### config.mk
export PLATFORM = sky130hd
export DESIGN_NAME = vga_pixel_fetch
export DESIGN_NICKNAME = d
export VERILOG_FILES = /design/src/rtl/vga_pkg.sv /design/src/rtl/vga_delay_line.sv /design/src/rtl/vga_pixel_fetch.sv
export SDC_FILE = /design/constraint.sdc
export NUM_CORES = 1
export LEC_CHECK = 0
export CAP_MARGIN = 20
export CORE_AREA = 4 4 79 81
export CTS_CLUSTER_SIZE = 40
export DETAILED_ROUTE_END_ITERATION = 12
export DIE_AREA = 0 0 83 85
export PLACE_DENSITY = 0.74
export SKIP_CTS_REPAIR_TIMING = 1
export SYNTH_ARGS = -nofsm -noshare
export SYNTH_HDL_FRONTEND = slang
export SYNTH_SLANG_ARGS = --single-unit
export TNS_END_PERCENT = 100
### constraint.sdc
create_clock -name clk -period 1.92 [get_ports clk]
set_clock_uncertainty 0.2 [all_clocks]
set_input_delay 0.288 -clock clk [delete_from_list [all_inputs] [get_ports clk]]
set_output_delay 0.288 -clock clk [all_outputs]
set_load 0.01 [all_outputs]
### src/rtl/vga_pkg.sv
// rtl/vga_pkg.sv - shared display constants and control-bundle types for the VGA output path
package vga_pkg;

  localparam int H_ACTIVE = 640;
  localparam int V_ACTIVE = 480;

  localparam int R_W   = 3;
  localparam int G_W   = 3;
  localparam int B_W   = 2;
  localparam int RGB_W = R_W + G_W + B_W;

  localparam int PIPE_LAT = 3;

  localparam logic [RGB_W-1:0] BORDER_RGB_DEF = 8'h02;

  typedef struct packed {
    logic videoon;
    logic in_win;
    logic hs;
    logic vs;
  } ctrl_t;

  // Syncs idle high so a reset never looks like a sync pulse downstream.
  localparam ctrl_t CTRL_RESET = '{videoon: 1'b0, in_win: 1'b0, hs: 1'b1, vs: 1'b1};

endpackage

### src/rtl/vga_delay_line.sv
// rtl/vga_delay_line.sv - WIDTH x DEPTH shift register with async reset to RESET_VAL
module vga_delay_line #(
  parameter int              WIDTH     = 4,
  parameter int              DEPTH     = 2,
  parameter logic [WIDTH-1:0] RESET_VAL = '0
) (
  input  logic             clk,
  input  logic             rst_n,
  input  logic [WIDTH-1:0] din,
  output logic [WIDTH-1:0] dout
);

  logic [WIDTH-1:0] pipe [DEPTH];

  always_ff @(posedge clk or negedge rst_n) begin
    if (!rst_n) begin
      for (int i = 0; i < DEPTH; i++) pipe[i] <= RESET_VAL;
    end else begin
      pipe[0] <= din;
      for (int i = 1; i < DEPTH; i++) pipe[i] <= pipe[i-1];
    end
  end

  assign dout = pipe[DEPTH-1];

endmodule

### src/rtl/vga_pixel_fetch.sv
// rtl/vga_pixel_fetch.sv - windowed frame-RAM fetch to RGB332 with 3-clock aligned syncs
module vga_pixel_fetch
  import vga_pkg::*;
#(
  parameter int               IMG_W      = 256,
  parameter int               IMG_H      = 256,
  parameter int               X_OFF      = 192,
  parameter int               Y_OFF      = 112,
  parameter int               ADDR_W     = 16,
  parameter int               PIX_W      = 8,
  parameter logic [RGB_W-1:0] BORDER_RGB = BORDER_RGB_DEF
) (
  input  logic              clk,
  input  logic              rst_n,
  input  logic [10:0]       pixel_x,
  input  logic [10:0]       pixel_y,
  input  logic              videoon,
  input  logic              h_synq,
  input  logic              v_synq,
  output logic [ADDR_W-1:0] mem_addr,
  output logic              mem_rd_en,
  input  logic [PIX_W-1:0]  mem_rdata,
  input  logic              thr_en,
  input  logic [7:0]        thr_val,
  output logic [R_W-1:0]    vga_r,
  output logic [G_W-1:0]    vga_g,
  output logic [B_W-1:0]    vga_b,
  output logic              vga_hs,
  output logic              vga_vs,
  output logic              frame_start,
  output logic [7:0]        frame_cnt
);

  localparam int          XW   = $clog2(IMG_W);
  localparam logic [10:0] X_LO = 11'(X_OFF);
  localparam logic [10:0] X_HI = 11'(X_OFF + IMG_W - 1);
  localparam logic [10:0] Y_LO = 11'(Y_OFF);
  localparam logic [10:0] Y_HI = 11'(Y_OFF + IMG_H - 1);

  logic              in_win;
  logic [10:0]       row;
  logic [XW-1:0]     col;
  logic [11+XW-1:0]  addr_full;
  ctrl_t             ctrl_in;
  ctrl_t             ctrl_d;
  logic              vs_prev;
  logic              thr_en_s;
  logic [7:0]        thr_val_s;
  logic [7:0]        pix8;
  logic [RGB_W-1:0]  rgb_next;
  logic              vs_fall_out;

  assign in_win = videoon && (pixel_x >= X_LO) && (pixel_x <= X_HI) &&
                  (pixel_y >= Y_LO) && (pixel_y <= Y_HI);

  assign row       = pixel_y - Y_LO;
  assign col       = XW'(pixel_x - X_LO);
  assign addr_full = {row, col};

  always_ff @(posedge clk or negedge rst_n) begin
    if (!rst_n) begin
      mem_addr  <= '0;
      mem_rd_en <= 1'b0;
    end else if (in_win) begin
      mem_addr  <= ADDR_W'(addr_full);
      mem_rd_en <= 1'b1;
    end else begin
      mem_rd_en <= 1'b0;
    end
  end

  assign ctrl_in = '{videoon: videoon, in_win: in_win, hs: h_synq, vs: v_synq};

  // Two control stages here plus the output register give the full pipeline latency.
  vga_delay_line #(
    .WIDTH     ($bits(ctrl_t)),
    .DEPTH     (PIPE_LAT - 1),
    .RESET_VAL (CTRL_RESET)
  ) u_ctrl_dly (
    .clk   (clk),
    .rst_n (rst_n),
    .din   (ctrl_in),
    .dout  (ctrl_d)
  );

  // Threshold settings are latched at the input vsync edge so a frame never tears.
  always_ff @(posedge clk or negedge rst_n) begin
    if (!rst_n) begin
      vs_prev   <= 1'b1;
      thr_en_s  <= 1'b0;
      thr_val_s <= 8'h80;
    end else begin
      vs_prev <= v_synq;
      if (vs_prev && !v_synq) begin
        thr_en_s  <= thr_en;
        thr_val_s <= thr_val;
      end
    end
  end

  if (PIX_W >= 8) begin : g_pix_wide
    assign pix8 = mem_rdata[PIX_W-1 -: 8];
  end else begin : g_pix_narrow
    assign pix8 = {mem_rdata, {(8-PIX_W){1'b0}}};
  end

  always_comb begin
    rgb_next = '0;
    if (!ctrl_d.videoon) begin
      rgb_next = '0;
    end else if (!ctrl_d.in_win) begin
      rgb_next = BORDER_RGB;
    end else if (thr_en_s) begin
      rgb_next = (pix8 >= thr_val_s) ? 8'hFF : 8'h00;
    end else begin
      rgb_next = {mem_rdata[PIX_W-1 -: R_W], mem_rdata[PIX_W-1 -: G_W], mem_rdata[PIX_W-1 -: B_W]};
    end
  end

  assign vs_fall_out = vga_vs && !ctrl_d.vs;

  always_ff @(posedge clk or negedge rst_n) begin
    if (!rst_n) begin
      vga_r       <= '0;
      vga_g       <= '0;
      vga_b       <= '0;
      vga_hs      <= 1'b1;
      vga_vs      <= 1'b1;
      frame_start <= 1'b0;
      frame_cnt   <= '0;
    end else begin
      {vga_r, vga_g, vga_b} <= rgb_next;
      vga_hs      <= ctrl_d.hs;
      vga_vs      <= ctrl_d.vs;
      frame_start <= vs_fall_out;
      if (vs_fall_out) frame_cnt <= frame_cnt + 8'd1;
    end
  end

endmodule

==> out/metrics.yaml, run 1 <==
run_status:
  status: "finished with violations"
  failed_checks: "negative setup slack"
worst_setup_path:
  cp-startpoint: "pixel_x[6]"
  path_class: "in -> reg"
  critical_path_buf_inv_count: 2
  crit-reg2reg-launch: "thr_val_s[7]$_DFFE_PN1P_"
  critPathMaxFanout: 8
  slowest_delay_ps: 360
  crit_chain: "clkbuf_2 -> ha_4 -> nor3b_4 -> a221oi_2 -> a311o_1 -> nor3_4 -> clkbuf_16 -> mux2_4"
  startpoint_type: "input pin"
  arrival_ps: 1930
  cp-end-kind: "register"
  cp_data_required_time_ps: 1910
  crit_family: "simple AND/OR/NAND/NOR gates"
  worst_path_max_delay_cell: "a311o_1"
cts:
  clockRootBuffer: "clkbuf_8"
  clk_pin_slew_ps: 90
  cts_inserted_buffers: 5
  clockBufferDepth: 2
  clk_latency_ps: 300
  clkSinkCount: 48
  cts_tree: "yes"
  htreeDepth: 2
hold_path:
  hp-class: "in -> reg"
  worstHoldStart: "pixel_y[3]"
timing:
  setup_slack_ps: -20.69
  setup_violations: 5
  fin_tns_setup_ps: -73.69
  grt_setup_unrepaired: "true"
  worstMarginPinSlew_ps: 471.6
  maxSlewHeadroom: 0.6856
  timing.final.hold_violations: 0
  min_period_over_period: 1.011
  drv_slew: 0
  max_clock_freq_ghz: 0.5153
  layout_min_cycle_time_ps: 1941
final_layout:
  final_cell_mix: "clkdlybuf4s50_1 (55), dfrtp_1 (41), buf_4 (24), nand2_1 (16)"
  drive_gt1_frac: 0.2943
  seq_area_um2: 1210
  n_antenna_cell: 0
  fin_nets: 338
  final-instance-count-excl-fill: 354
  multi_input_area_um2: 974.7
  final_common_cell: "clkdlybuf4s50_1"
  fill_cells: 449
  syn_to_final_growth_pct: 61.33
detailed_routing:
  postRouteAntennaNets: 0
  drc_errors: 0
  wirelength_um: 4721
  wire_per_inst_um: 13.34
  drt-vias-per-instance: 4.692
  drtIter0Drc: 44
  vias: 1661
  drtPass1Iterations: 4
power:
  powerDensity_nw_per_um2: 770.9
  cellInternalPower_w: 0.001928
  seq_power_share: 0.484
  sw_frac_of_total: 0.2818
  comb_power_share: 0.292
  pwr-share-clk: 0.224
  ir_worst_vdd_mv: 0.3386
  p_sw_w: 0.0007564
  p_leak_nw: 1.656
floorplanning:
  die_area_um2: 7055
  fp.dieH_um: 85
  start_util: 0.3944
  die_w_um: 83
  pin_count: 80
  rows: 27
  core_um2: 5473
place:
  hpwl_um: 3560
  dp_cells: 342
  place_congestion: 0.7360
  portBuffers: 79
logic_synthesis:
  async_flop_share: 1.000
  synthesis.nets: 231
  synth_area_um2: 2158
  synthCells: 174
  synthFlopType: "dfrtp_1"
  ys_ff_latch: 48
  synth-edff-count: 0
  synth_area_per_cell_um2: 12.40
  synth.distinct_cells: 34
  ys_seq_area_frac: 0.5606
  yosysWarnings: 0
global_route:
  first_global_vias: 1721
  grt_pass1_wl_um: 7769
  grt_usage: 0.1326
  grt_max_degree: 31
  gr-total-overflow: 0
  antenna_found_initial: 0
run:
  drv_cap: 0
[Yosys cell counts (2+ instances only)]
cell      count  area (um^2)
mux2_4        7        105.1
o21ai_0      10        50.05
buf_4         4        30.03
xnor2_1       4        35.03
nand4_1       4        25.02
dfrtp_1      41         1026
a21oi_1       4        20.02
o211ai_1      3        22.52
mux2_2       10        112.6
nor4_1        2        12.51
ha_1         13        162.7
inv_1        13        48.80
nand3_1       3        15.01
xor2_1        5        43.79
nor2b_1       2        12.51
clkbuf_1      3        11.26
dfstp_2       7        183.9
nand2_1      16        60.06
mux2i_1       3        30.03
nor2_1        6        22.52
[area by class of cell]
cell class	count	area share
clock buffers	5	0.01976
clock inverters	3	0.006827
inverters	13	0.01401
multi-input cells	105	0.2799
flip-flops and latches	48	0.3475
well taps	72	0.02587
repair buffers	108	0.3061
[power groups by stage]
stage,logic (W),clock network (W),registers (W)
floorplan,0.000239,0,0.00135
global placement,0.000749,0,0.00131
detailed placement,0.000761,0,0.00132
CTS,0.000764,0.000626,0.00130
global route,0.000866,0.000672,0.00132
finish,0.000785,0.000601,0.00130
[sequential cells by signal (all words and copies together) (netlist names)]
register,count
vga_vs,1
vga_b,2
vga_g,2
u_ctrl_dly.dout,4
vga_hs,1
u_ctrl_dly.pipe,4
thr_val_s,8
frame_start,1
mem_addr,16
thr_en_s,1
frame_cnt,8
[logic make-up after synthesis]
kind of cell    share of synthesized area
xor+xnor                          0.03652
compound gates                    0.06088
fa+ha+maj                         0.07536
buf+inv                           0.05102
simple gates                       0.1009
flops                              0.5606
mux                                0.1148
[worst paths after layout]
| kind | endpoint | slack, ps | cells past startpoint |
|---|---|---|---|
| setup / recovery | mem_addr[8]$_DFFE_PN0P_ | -20 | 8 |
| hold / removal | mem_addr[11]$_DFFE_PN0P_ | 30 | 2 |
| setup reg to reg | vga_b[1]$_DFF_PN0_ | 110 | 8 |
| hold reg to reg | u_ctrl_dly.dout[3]$_DFF_PN0_ | 150 | 0 |
| max in group asynchronous | u_ctrl_dly.pipe[4]$_DFF_PN1_ | 660 | 3 |
| min in group asynchronous | thr_val_s[2]$_DFFE_PN0P_ | 270 | 2 |
[layer usage]
| metal | track usage | wire length [um] | vias to the layer above |
|---|---|---|---|
| li1 | - | - | 807 |
| met1 | 0.1698 | 2092 | 785 |
| met2 | 0.2150 | 2232 | 62 |
| met3 | 0.03883 | 334 | 7 |
| met4 | 0.04606 | 61 | 0 |
| met5 | 0 | 0 | - |
[metrics by stage]
step                total power [W]    util  hold slack [ps]  setup WS (ps)  instance area, um^2
CTS                        0.002690  0.6015           -263.8         -717.6                 3292
global route               0.002860  0.6363            20.97         -67.34                 3482
finish                     0.002684  0.6363            32.76         -20.69                 3482
detailed placement         0.002076  0.5846            68.04          -1047                 3199
floorplan                  0.001593       -           -207.6         -147.8                 2185
global placement           0.002060  0.5846            61.60          -1001                 3199
(Power assumes the default switching activity.)
==> run 2: changes to the inputs <==
--- a/config.mk
+++ b/config.mk
@@ -11,6 +11,7 @@
 export DETAILED_ROUTE_END_ITERATION = 12
 export DIE_AREA = 0 0 83 85
 export PLACE_DENSITY = 0.74
+export SETUP_SLACK_MARGIN = 0.5
 export SKIP_CTS_REPAIR_TIMING = 1
 export SYNTH_ARGS = -nofsm -noshare
 export SYNTH_HDL_FRONTEND = slang
==> out/metrics.yaml, run 2 (synthesized netlist as in run 1, its figures left out) <==
run_status:
  status: "finished with violations"
  failed_checks: "negative setup slack"
worst_setup_path:
  arrival_ps: 1930
  critPathMaxFanout: 8
  cp-startpoint: "pixel_x[2]"
  crit_family: "simple AND/OR/NAND/NOR gates"
  startpoint_type: "input pin"
  crit-reg2reg-launch: "thr_val_s[7]$_DFFE_PN1P_"
  cp_data_required_time_ps: 1910
  cp-end-kind: "register"
  crit_chain: "buf_6 -> nor4_4 -> a221oi_2 -> a311o_1 -> nor3_4 -> clkbuf_16 -> mux2_4"
  worst_path_max_delay_cell: "a311o_1"
  slowest_delay_ps: 380
  path_class: "in -> reg"
  critical_path_buf_inv_count: 2
timing:
  min_period_over_period: 1.013
  setup_violations: 10
  setup_slack_ps: -24.56
  grt_setup_unrepaired: "true"
  maxSlewHeadroom: 0.8267
  timing.hold.ws_ps: 30.77
  timing.final.hold_violations: 0
  drv_slew: 0
  max_clock_freq_ghz: 0.5143
  worstMarginPinSlew_ps: 258.2
  fin_tns_setup_ps: -174.3
  layout_min_cycle_time_ps: 1945
global_route:
  grt_pass1_wl_um: 7748
  grt_util_met3: 0.04369
  gr-total-overflow: 0
  met1_usage: 0.1650
  antenna_found_initial: 0
  use_met2: 0.2223
  grt_max_degree: 49
  first_global_vias: 1657
  top_usage_layer: "met2"
  grt_usage: 0.1345
floorplanning:
  core_um2: 5473
  die_area_um2: 7055
  fp.dieH_um: 85
  pin_count: 80
  die_w_um: 83
  start_util: 0.3944
  rows: 27
power:
  ir_worst_vdd_mv: 0.4115
  powerDensity_nw_per_um2: 781.3
  p_leak_nw: 2.220
detailed_routing:
  drtPass1Iterations: 4
  drt-vias-per-instance: 4.698
  wirelength_um: 5275
  postRouteAntennaNets: 0
  drc_errors: 0
  vias: 1724
  drtIter0Drc: 92
  wire_per_inst_um: 14.37
final_layout:
  largest_reg_flops: 16
  drive_gt1_frac: 0.3932
  postLayoutCellArea_um2: 3765
  largest_register: "mem_addr"
  n_antenna_cell: 0
  final_cell_mix: "dlymetal6s2s_1 (43), dfrtp_1 (40), buf_4 (34), clkdlybuf4s50_1 (19), nand2_1 (15)"
  top_regs: "mem_addr x16, frame_cnt x8, thr_val_s x8"
  final_common_cell: "dlymetal6s2s_1"
  final_core_util: 0.6879
  syn_to_final_growth_pct: 74.43
  fin_nets: 351
hold_path:
  worstHoldStart: "pixel_y[3]"
  hp-class: "in -> reg"
run:
  drv_cap: 0
place:
  place_congestion: 0.7774
  dp_slack_ps: -1052
  portBuffers: 79
  placed_area_um2: 3219
  hpwl_um: 3615
cts:
  clkSinkCount: 48
  cts_inserted_buffers: 5
  clockRootBuffer: "clkbuf_8"
  clockBufferDepth: 2
  htreeDepth: 2
  cts_tree: "yes"
  clk_pin_slew_ps: 90
  clk_latency_ps: 300
==> run 2: path summary, 6_finish.rpt <==
check                                                to  slack (ps)  cells past startpoint
min in group asynchronous      thr_val_s[2]$_DFFE_PN0P_         290                      3
max reg2reg                          vga_b[1]$_DFF_PN0_         130                      7
min reg2reg                u_ctrl_dly.dout[3]$_DFF_PN0_         150                      0
min                            mem_addr[11]$_DFFE_PN0P_          30                      2
max in group asynchronous  u_ctrl_dly.pipe[4]$_DFF_PN1_         940                      3
max                             mem_addr[9]$_DFFE_PN0P_         -20                      7
==> run 2: area by class of cell <==
cell class	instances	area, um^2
clock inverter	3	46.29
tap	72	90.09
timing repair buffer	121	1250
inverter	13	48.80
multi-input combinational	105	1050
fill	423	1708
clock buffer	5	68.82
sequential	48	1211
==> run 2: where the power goes <==
group | total (W) | internal, W | leakage [nW] | switching [W]
clock | 0.000745 | 0.000392 | 0.0548 | 0.000352
combinational | 0.000906 | 0.000542 | 1.57 | 0.000364
sequential | 0.00129 | 0.00118 | 0.593 | 0.000115
total | 0.00294 | 0.00211 | 2.22 | 0.000831
==> run 2: per-layer routing <==
layer	wire, um	up-vias
met5	0	-
met2	2609	59
met4	66	0
li1	-	837
met1	2268	821
met3	331	7
==> run 2: stage by stage <==
step	std cells	power, W
global route	367	0.003131
global placement	340	0.002085
detailed placement	340	0.002119
finish	367	0.002941
floorplan	174	0.001622
CTS	348	0.002873
==> patch (settings of run 1) <==
Change the parameter `IMG_W` from 256 to 512.
--- a/src/rtl/vga_pixel_fetch.sv
+++ b/src/rtl/vga_pixel_fetch.sv
@@ -4,3 +4,3 @@
 #(
-  parameter int               IMG_W      = 256,
+  parameter int               IMG_W      = 512,
   parameter int               IMG_H      = 256,
Formal check against the unedited RTL: not equivalent (a bounded check fails within 4 cycles, from zero or initial values and one cycle with rst_n low).
==> patch against run 1 <==
- count of clock-buffer cells in the layout unchanged
- power rose by 14%
- critical path depth shrank 1
- critical endpoint is now mem_addr[13]
- design area is 3.6% higher
- the flow still finishes with violations (setup timing)
- sequential cell count is the same
- routed wire length increased by 8.0%
- maximum frequency fell by 0.76%
- worst setup slack got worse by 0.015 ns
- largest power group unchanged
- synthesized area rose by 3.8%
- clock power is 22% higher
==> patch: results (changes against run 1) <==
STA:
- The setup violation total in the final timing report came to 9 (+4).
- The final setup slack of the worst path came to -0.0356 ns (-0.0149 ns).
- The relative slew slack is 69.5% (+0.90 points).
- The final sum of negative setup slack is -0.147 ns (-0.0736 ns).

Placed design:
- The instance area at placement is 3340 um^2 (+4.4%).
- The global placement routability congestion is 0.854 (+16%).

Yosys:
- The fraction of the mapped netlist area in compound gates is 9.44% (+3.3 points).
- The net count of the mapped netlist is 239 (+3.5%).
- The XOR/XNOR share of the synthesized area is 3.52% (-0.13 points).
- The synthesized-area fraction occupied by adder cells was 7.26% (-0.28 points).
- The count of different cell masters after synthesis came to 40 (+18%).
- The sequential element share of the synthesized area is 54.0% (-2.1 points).

GRT:
- The all-layer global routing usage is 14.4% (+1.2 points).
- The wire length of the first global-routing pass is 8320 um (+7.1%).
- The number of global-route vias before repair is 1786 (+3.8%).

Worst setup path:
- The top cell family by delay on the critical path is compound AO/OA/AOI/OAI gates.
- The most critical setup path has its endpoint at mem_addr[13].
- The reg-to-reg setup timing slack was 0.13 ns (+0.02 ns).
- Tracing the worst setup path back leads to its startpoint at pixel_y[10].
- The stage delay of the slowest cell on the critical path is 0.40 ns (+0.04 ns).

Drt:
- The detailed router's first-iteration violation count is 20 (-55%).

Final layout:
- The share of cells above drive strength 1 is 31.4% (+2.0 points).
- The count of filler cells inserted in the layout is 440 (-2.0%).

Min path:
- The endpoint with the worst hold slack is mem_addr[1].
- The startpoint of the worst hold path is pixel_x[1].

Power and ir drop:
- The maximum vdd drop is 502 uV (+48%).
- The static power due to leakage was 1.77 nW (+6.9%).
- The combinational share of power is 31.4% (+2.2 points).

Outcome:
- The final reports fail on setup timing.
- The flow ran to the end, but the final reports show violations.
patch: cell count changes in the layout (fill, tap and decap cells not counted), sizes merged, moves of 2 or more:
cell,before,now
buf,31,36
a211oi,0,3
nand2,16,14
xor2,5,3
inv,13,16
a2111oi,0,2
and3,1,3
xnor2,4,6
patch: routing by layer:
layer / part of all wire, % / track usage, % / vias up
met1: 43 / 18.0 / 827
li1: - / - / 861
met2: 49 / 24.0 / 65
met3: 6.3 / 4.27 / 9
met5: 0 / 0 / -
met4: 2.3 / 4.90 / 0
patch: area by class of cell:
class	count	area, um^2	area share [%]
clock inverters	3	46.3	1.28
inverters	15	56.3	1.56
flip-flops and latches	48	1210	33.6
multi-input cells	111	1030	28.6
repair buffers	114	1100	30.6
clock buffers	5	68.8	1.91
well taps	72	90.1	2.50
patch: per-stage QoR:
stage / power (mW) / instances
2_1_floorplan: 1.72 / 182
3_3_place_gp: 2.28 / 358
3_5_place_dp: 2.32 / 358
4_1_cts: 3.07 / 366
5_1_grt: 3.25 / 368
6_report: 3.06 / 368
